### config.mk
export PLATFORM = sky130hd
export DESIGN_NAME = alu_issue_ctrl
export DESIGN_NICKNAME = d
export VERILOG_FILES = /design/src/rtl/alu_issue_ctrl.sv
export SDC_FILE = /design/constraint.sdc
export NUM_CORES = 1
export LEC_CHECK = 0
export ABC_AREA = 0
export ABC_CLOCK_PERIOD_IN_PS = 2900
export BUFFER_PORTS_ARGS = -buffer_cell sky130_fd_sc_hd__buf_4
export CAP_MARGIN = 20
export CORE_MARGIN = 4
export CORE_UTILIZATION = 45
export CTS_CLUSTER_DIAMETER = 50
export DETAILED_ROUTE_END_ITERATION = 10
export HOLD_SLACK_MARGIN = 0.15
export PLACE_DENSITY_LB_ADDON = 0.2
export SYNTH_ARGS = -nofsm -noshare
export SYNTH_HDL_FRONTEND = slang
export SYNTH_SLANG_ARGS = --single-unit
### constraint.sdc
create_clock -name clk -period 2.9 [get_ports clk]
set_clock_uncertainty 0.05 [all_clocks]
set_input_delay 0.145 -clock clk [delete_from_list [all_inputs] [get_ports clk]]
set_output_delay 0.145 -clock clk [all_outputs]
set_load 0.03 [all_outputs]
### src/rtl/alu_issue_ctrl.sv
// Issue controller that sequences one request at a time through an external fixed-latency ALU.
// Optional opcode checking is enabled by defining ALU_ISSUE_OPCHECK_EN.
module alu_issue_ctrl #(
    parameter int ALU_LAT = 1
) (
    input  logic        clk,
    input  logic        rst,
    input  logic        in_valid,
    output logic        in_ready,
    input  logic [3:0]  in_op,
    input  logic [7:0]  in_a,
    input  logic [7:0]  in_b,
    output logic [3:0]  alu_c,
    output logic [7:0]  alu_a,
    output logic [7:0]  alu_b,
    input  logic [7:0]  alu_s,
    input  logic        alu_cout,
    output logic        out_valid,
    input  logic        out_ready,
    output logic [7:0]  out_s,
    output logic        out_cout,
    output logic        out_zero,
    output logic        out_err,
    output logic        busy,
    output logic [15:0] ops_done
);

    typedef enum logic [1:0] {
        IDLE = 2'd0,
        EXEC = 2'd1,
        DONE = 2'd2
    } state_t;

    localparam logic [3:0] LAT_M1 = 4'(ALU_LAT - 1);

    state_t      state_q, state_d;
    logic [3:0]  cnt_q, cnt_d;
    logic [3:0]  alu_c_q, alu_c_d;
    logic [7:0]  alu_a_q, alu_a_d;
    logic [7:0]  alu_b_q, alu_b_d;
    logic [7:0]  out_s_q, out_s_d;
    logic        out_cout_q, out_cout_d;
    logic        out_zero_q, out_zero_d;
    logic        out_err_q, out_err_d;
    logic [15:0] ops_done_q, ops_done_d;

    logic op_bad;
    logic accept;
    logic capture;
    logic retire;

`ifdef ALU_ISSUE_OPCHECK_EN
    assign op_bad = (in_op == 4'b0000) || (in_op == 4'b0101) ||
                    (in_op == 4'b1110) || (in_op == 4'b1111);
`else
    assign op_bad = 1'b0;
`endif

    assign accept  = (state_q == IDLE) && in_valid;
    assign capture = (state_q == EXEC) && (cnt_q == 4'd0);
    assign retire  = (state_q == DONE) && out_ready;

    always_ff @(posedge clk or posedge rst) begin
        if (rst) begin
            state_q <= IDLE;
        end else begin
            state_q <= state_d;
        end
    end

    always_comb begin
        state_d = state_q;
        case (state_q)
            IDLE: begin
                if (in_valid) begin
                    state_d = op_bad ? DONE : EXEC;
                end
            end
            EXEC: begin
                if (cnt_q == 4'd0) begin
                    state_d = DONE;
                end
            end
            DONE: begin
                if (out_ready) begin
                    state_d = IDLE;
                end
            end
            default: state_d = IDLE;
        endcase
    end

    always_comb begin
        in_ready  = (state_q == IDLE);
        busy      = (state_q != IDLE);
        out_valid = (state_q == DONE);
    end

    always_comb begin
        cnt_d      = cnt_q;
        alu_c_d    = alu_c_q;
        alu_a_d    = alu_a_q;
        alu_b_d    = alu_b_q;
        out_s_d    = out_s_q;
        out_cout_d = out_cout_q;
        out_zero_d = out_zero_q;
        out_err_d  = out_err_q;
        ops_done_d = ops_done_q;

        if (accept && !op_bad) begin
            alu_c_d = in_op;
            alu_a_d = in_a;
            alu_b_d = in_b;
            cnt_d   = LAT_M1;
        end else if ((state_q == EXEC) && (cnt_q != 4'd0)) begin
            cnt_d = cnt_q - 4'd1;
        end

        // Rejected opcodes never reach the ALU; they complete with a canned error result.
        if (accept && op_bad) begin
            out_s_d    = 8'h00;
            out_cout_d = 1'b0;
            out_zero_d = 1'b1;
            out_err_d  = 1'b1;
        end

        if (capture) begin
            out_s_d    = alu_s;
            out_cout_d = alu_cout;
            out_zero_d = (alu_s == 8'h00);
            out_err_d  = 1'b0;
        end

        if (retire) begin
            ops_done_d = ops_done_q + 16'd1;
        end
    end

    always_ff @(posedge clk or posedge rst) begin
        if (rst) begin
            cnt_q      <= 4'd0;
            alu_c_q    <= 4'd0;
            alu_a_q    <= 8'h00;
            alu_b_q    <= 8'h00;
            out_s_q    <= 8'h00;
            out_cout_q <= 1'b0;
            out_zero_q <= 1'b1;
            out_err_q  <= 1'b0;
            ops_done_q <= 16'd0;
        end else begin
            cnt_q      <= cnt_d;
            alu_c_q    <= alu_c_d;
            alu_a_q    <= alu_a_d;
            alu_b_q    <= alu_b_d;
            out_s_q    <= out_s_d;
            out_cout_q <= out_cout_d;
            out_zero_q <= out_zero_d;
            out_err_q  <= out_err_d;
            ops_done_q <= ops_done_d;
        end
    end

    assign alu_c    = alu_c_q;
    assign alu_a    = alu_a_q;
    assign alu_b    = alu_b_q;
    assign out_s    = out_s_q;
    assign out_cout = out_cout_q;
    assign out_zero = out_zero_q;
    assign out_err  = out_err_q;
    assign ops_done = ops_done_q;

endmodule

== After elaboration in Yosys (flattened, before gate mapping) ==
Cells that the tools add are included.

* Eq/ne operators: 5
* Reduce and logical (&&, ||, !) cells: 11
* Add/sub/neg operators: 2
* Multiplexer cells: 6

{| class="wikitable"
|+ Operator list
! operator !! count
|-
| $add 16x1->16 const B || 1
|-
| $logic_not 8->1 || 1
|-
| $mux 4 || 2
|-
| $mux 2 || 3
|-
| $pmux 2 s3 || 1
|-
| $logic_and 1x1->1 || 4
|-
| $logic_not 4->1 || 1
|-
| $ne 2x2->1 const B || 2
|-
| $reduce_bool 2->1 || 2
|-
| $reduce_bool 4->1 || 1
|-
| $sub 4x1->4 const B || 1
|-
| $reduce_and 3->1 || 1
|-
| $eq 2x1->1 const B || 1
|-
| $eq 2x2->1 const B || 1
|-
| $logic_not 2->1 || 1
|-
| $ne 2x1->1 const B || 1
|}

* Register bits: 52
* Logic and storage cells: 33
* Output and inout port bits: 50
* Input port bits: 33

== Longest topological paths before layout ==
* Depth after elaboration: 4
* Mapped depth: 8

== Least setup slack after synthesis ==
OpenSTA, ideal clock, no wires.

* Path kind: reg-to-reg
* From: register state_q[0]
* To: register alu_a_q[3], in the netlist alu_a[3]
* Library setup time: 125 ps
* Required time: 2725 ps
* Slack: 962 ps
* Clock period less this slack: 1938 ps
* Arrival time: 1764 ps
* Stages on the path, launching flop included: 6
* Path through: dfrtp_1 > nor2_1 > and2_1 > buf_2 > buf_2 > mux2_2

* Cells in the longest elaborated chain, start to end: 2

{| class="wikitable"
|+ Ends and longest elaborated chain
! what !! RTL line !! text
|-
| start, declared || 36 || <nowiki>state_t state_q, state_d;</nowiki>
|-
| start signal, assigned || 67 || <nowiki>state_q <= state_d;</nowiki>
|-
| $logic_not 2->1 || -- ||
|-
| net in_ready || 9 || <nowiki>output logic in_ready,</nowiki>
|-
| $logic_and 1x1->1 || 59 || <nowiki>assign accept = (state_q == IDLE) && in_valid;</nowiki>
|-
| end signal, assigned || 153 || <nowiki>alu_a_q <= alu_a_d;</nowiki>
|-
| end, declared || 39 || <nowiki>logic [7:0] alu_a_q, alu_a_d;</nowiki>
|}

The timed path passes the listed nets, and every way through them passes these cells.
A chain may end at the register's enable or synchronous reset.

== Worst setup path after layout ==
* From: register cnt_q[0]
* To: register out_s_q[3], in the netlist out_s[3]

* Cells in the longest elaborated chain, start to end: 2

{| class="wikitable"
|+ Ends and longest elaborated chain
! what !! RTL line !! text
|-
| start, declared || 37 || <nowiki>logic [3:0] cnt_q, cnt_d;</nowiki>
|-
| start signal, assigned || 151 || <nowiki>cnt_q <= cnt_d;</nowiki>
|-
| $logic_not 4->1 || 60 || <nowiki>assign capture = (state_q == EXEC) && (cnt_q == 4'd0);</nowiki>
|-
| $logic_and 1x1->1 || 60 ||
|-
| end signal, assigned || 155 || <nowiki>out_s_q <= out_s_d;</nowiki>
|-
| end, declared || 41 || <nowiki>logic [7:0] out_s_q, out_s_d;</nowiki>
|}

Every way passes these cells.

==> run metrics <==
RSZ-0062 raised after global routing false; Hold Path Depth 3; Hold EP cnt_q[0]$_DFFE_PP0P_; Syn Inst Count ~160; Post-DP HPWL between 3 and 4 mm; count leader, synth dfrtp_1; syn_nets ~200; via count approximately 1.6k; cell row count 25; CTS tree yes; DRC Markers 0; initial core utilization between 40% and 50%; top cell type's share of synthesized area about 60%; asr flop ratio synth 100%; HP Class in2reg; GRT overflow 0; max frequency 537 MHz; reg2reg end out_s[3]$_DFFE_PP0P_; Syn Std Cell Area 2190 um^2; status finished, final reports clean; EDFF count, synth 0; peak supply drop between 600 and 700 uV; CP arrival 2000 ps; WL/cell roughly 14 um; drt pass-1 iters 4; I/O pin total 83; GRT Total Usage between 10% and 20%; fin nets between 300 and 400; Post-synth top cells 51 x dfrtp_1, 23 x mux2_2, 10 x xnor2_1, 8 x xor2_1; total of max-cap violations 0; number of global-route vias before repair 1606; hold path startpoint in_valid; yosys warns 0; RR Startpoint cnt_q[0]$_DFFE_PP0P_; antenna-violating nets left 0; Die Span X a little under 80 um; initial antenna violation count 0; RD Place Congestion ~0.84; Core Region ~4700 um^2; number of CTS-inserted buffers 5; largest area contributor in the netlist dfrtp_1; CTS Root Cell clkbuf_8; Final Cycle Share between 60% and 70%; CTS sink count 52; Clock Path Buffers 2; post-layout util between 60% and 70%; synth top area cells dfrtp_1 58%, mux2_2 12%, mux2_4 4.8%; global-route wire length before repair slightly below 8 mm; PD cells 958 nW/um^2; Iter 0 DRT Violations 55; final hold vios 0; H-tree depth 2; Slew Limit Fails 0; die outline height 77.7 um; Reg clk slew, reported paths around 90 ps; fillcell total between 300 and 400; Period minus WS final 1860 ps; Mean Syn Cell Area approximately 14 um^2; CP Class reg2reg; WL final between 4 and 5 mm; final setup fails 0; R2R cell count 5; post-cts repair resize count 0; r2r setup slk approximately 1000 ps; ANT cells 0; Worst setup EP type register; CP max FO 12; clock latency on the worst-skew pair around 300 ps; setup TNS 0 ps; die area a little over 6000 um^2; Primary FF master, synth dfrtp_1; Hold WS approximately 210 ps; register bit total from synthesis 52; ratio of cells with drive above 1 in the final layout around 44%; Crit path required time 3030 ps; Port Buffer Count 81; largest net degree at the start of global routing 53; Vias per Instance 4.64; Yosys cell types 30; leakage 1.61 nW; Critical Path Start Type register; Area Growth Syn to Fin 48.9%; Seq/Total Area, Yosys 59.6%
## power breakdown
part           total [mW]  internal [mW]  switching (mW)  leakage (nW)
Clock               0.381          0.165           0.216        0.0410
Combinational        1.59          0.714           0.873         0.926
Sequential           1.15          0.992           0.158         0.646
## metrics by stage
stage	power, mW	std cells	setup slack, ps	area, um^2
2_1_floorplan	2.19	161	962	2190
3_3_place_gp	2.70	304	1130	2850
3_5_place_dp	2.72	304	1060	2850
4_1_cts	3.14	342	1040	3230
5_1_grt	3.29	343	942	3250
6_report	3.12	343	1040	3250
## timing repair
action | CTS | global route
buffers inserted | 0 | 0
endpoints found under the hold margin | 84 | 0
hold buffers | 31 | 0
## area by class of cell
type	count	area [um^2]	area share, %
Multi-Input combinational cell	98	826	25.4
Tap cell	67	83.8	2.58
Clock buffer	6	72.6	2.23
Sequential cell	52	1300	40.0
Inverter	5	18.8	0.577
Clock inverter	1	5.00	0.154
Timing Repair Buffer	114	946	29.1
## worst max path at each step
stage	startpoint	to	slack, ps	cells after the start
global route	cnt_q[0]$_DFFE_PP0P_	out_s[3]$_DFFE_PP0P_	940	5
global placement	cnt_q[0]$_DFFE_PP0P_	out_s[1]$_DFFE_PP0P_	1130	5
floorplan	state_q[0]$_DFFE_PP0P_	alu_a[3]$_DFFE_PP0P_	960	5
CTS	cnt_q[0]$_DFFE_PP0P_	out_s[3]$_DFFE_PP0P_	1040	5
detailed placement	cnt_q[0]$_DFFE_PP0P_	out_s[3]$_DFFE_PP0P_	1060	5
finish	cnt_q[0]$_DFFE_PP0P_	out_s[3]$_DFFE_PP0P_	1040	5
## layout by cell type, fill, tap and decap left out, types with 3 or more instances in the layout
cell type	synthesis	final
and2_1	3	3
buf_4	1	82
clkbuf_8	0	5
ha_1	3	3
inv_1	5	4
xnor2_1	10	10
nor2_1	6	6
dfrtp_1	51	51
mux2_2	23	23
mux2_4	7	7
xor2_1	8	8
nand2_1	7	7
nand3_1	7	7
and3_1	4	4
dlygate4sd3_1	0	31
## cells by family after synthesis
family                   synth area share (%)
buffers and inverters                    2.63
XOR/XNOR                                 7.21
AND/OR/NAND/NOR                          10.9
other                                   0.172
AO/OA/AOI/OAI                            1.09
adder cells (fa/ha/maj)                  1.72
flip-flops                               59.6
multiplexers                             16.7
## critical path, stage by stage, from the launching register on
cell	delay, ps
dfrtp_1	390
inv_1	110
ha_1	150
or3b_1	440
nand2b_4	270
mux2_4	330
## sequential cells by signal (all words and copies together) (netlist names)
signal,count
ops_done,16
alu_a,8
alu_b,8
out_s,8
alu_c,4
cnt_q,4
state_q,2
out_cout,1
out_zero,1
## routing by layer
metal	GRT usage, %	share of wire, %
met1	21.2	42
met2	27.7	51
met3	3.94	5.5
met4	5.52	1.7
met5	0	0
Note: power is estimated with default switching activity, not from simulation.
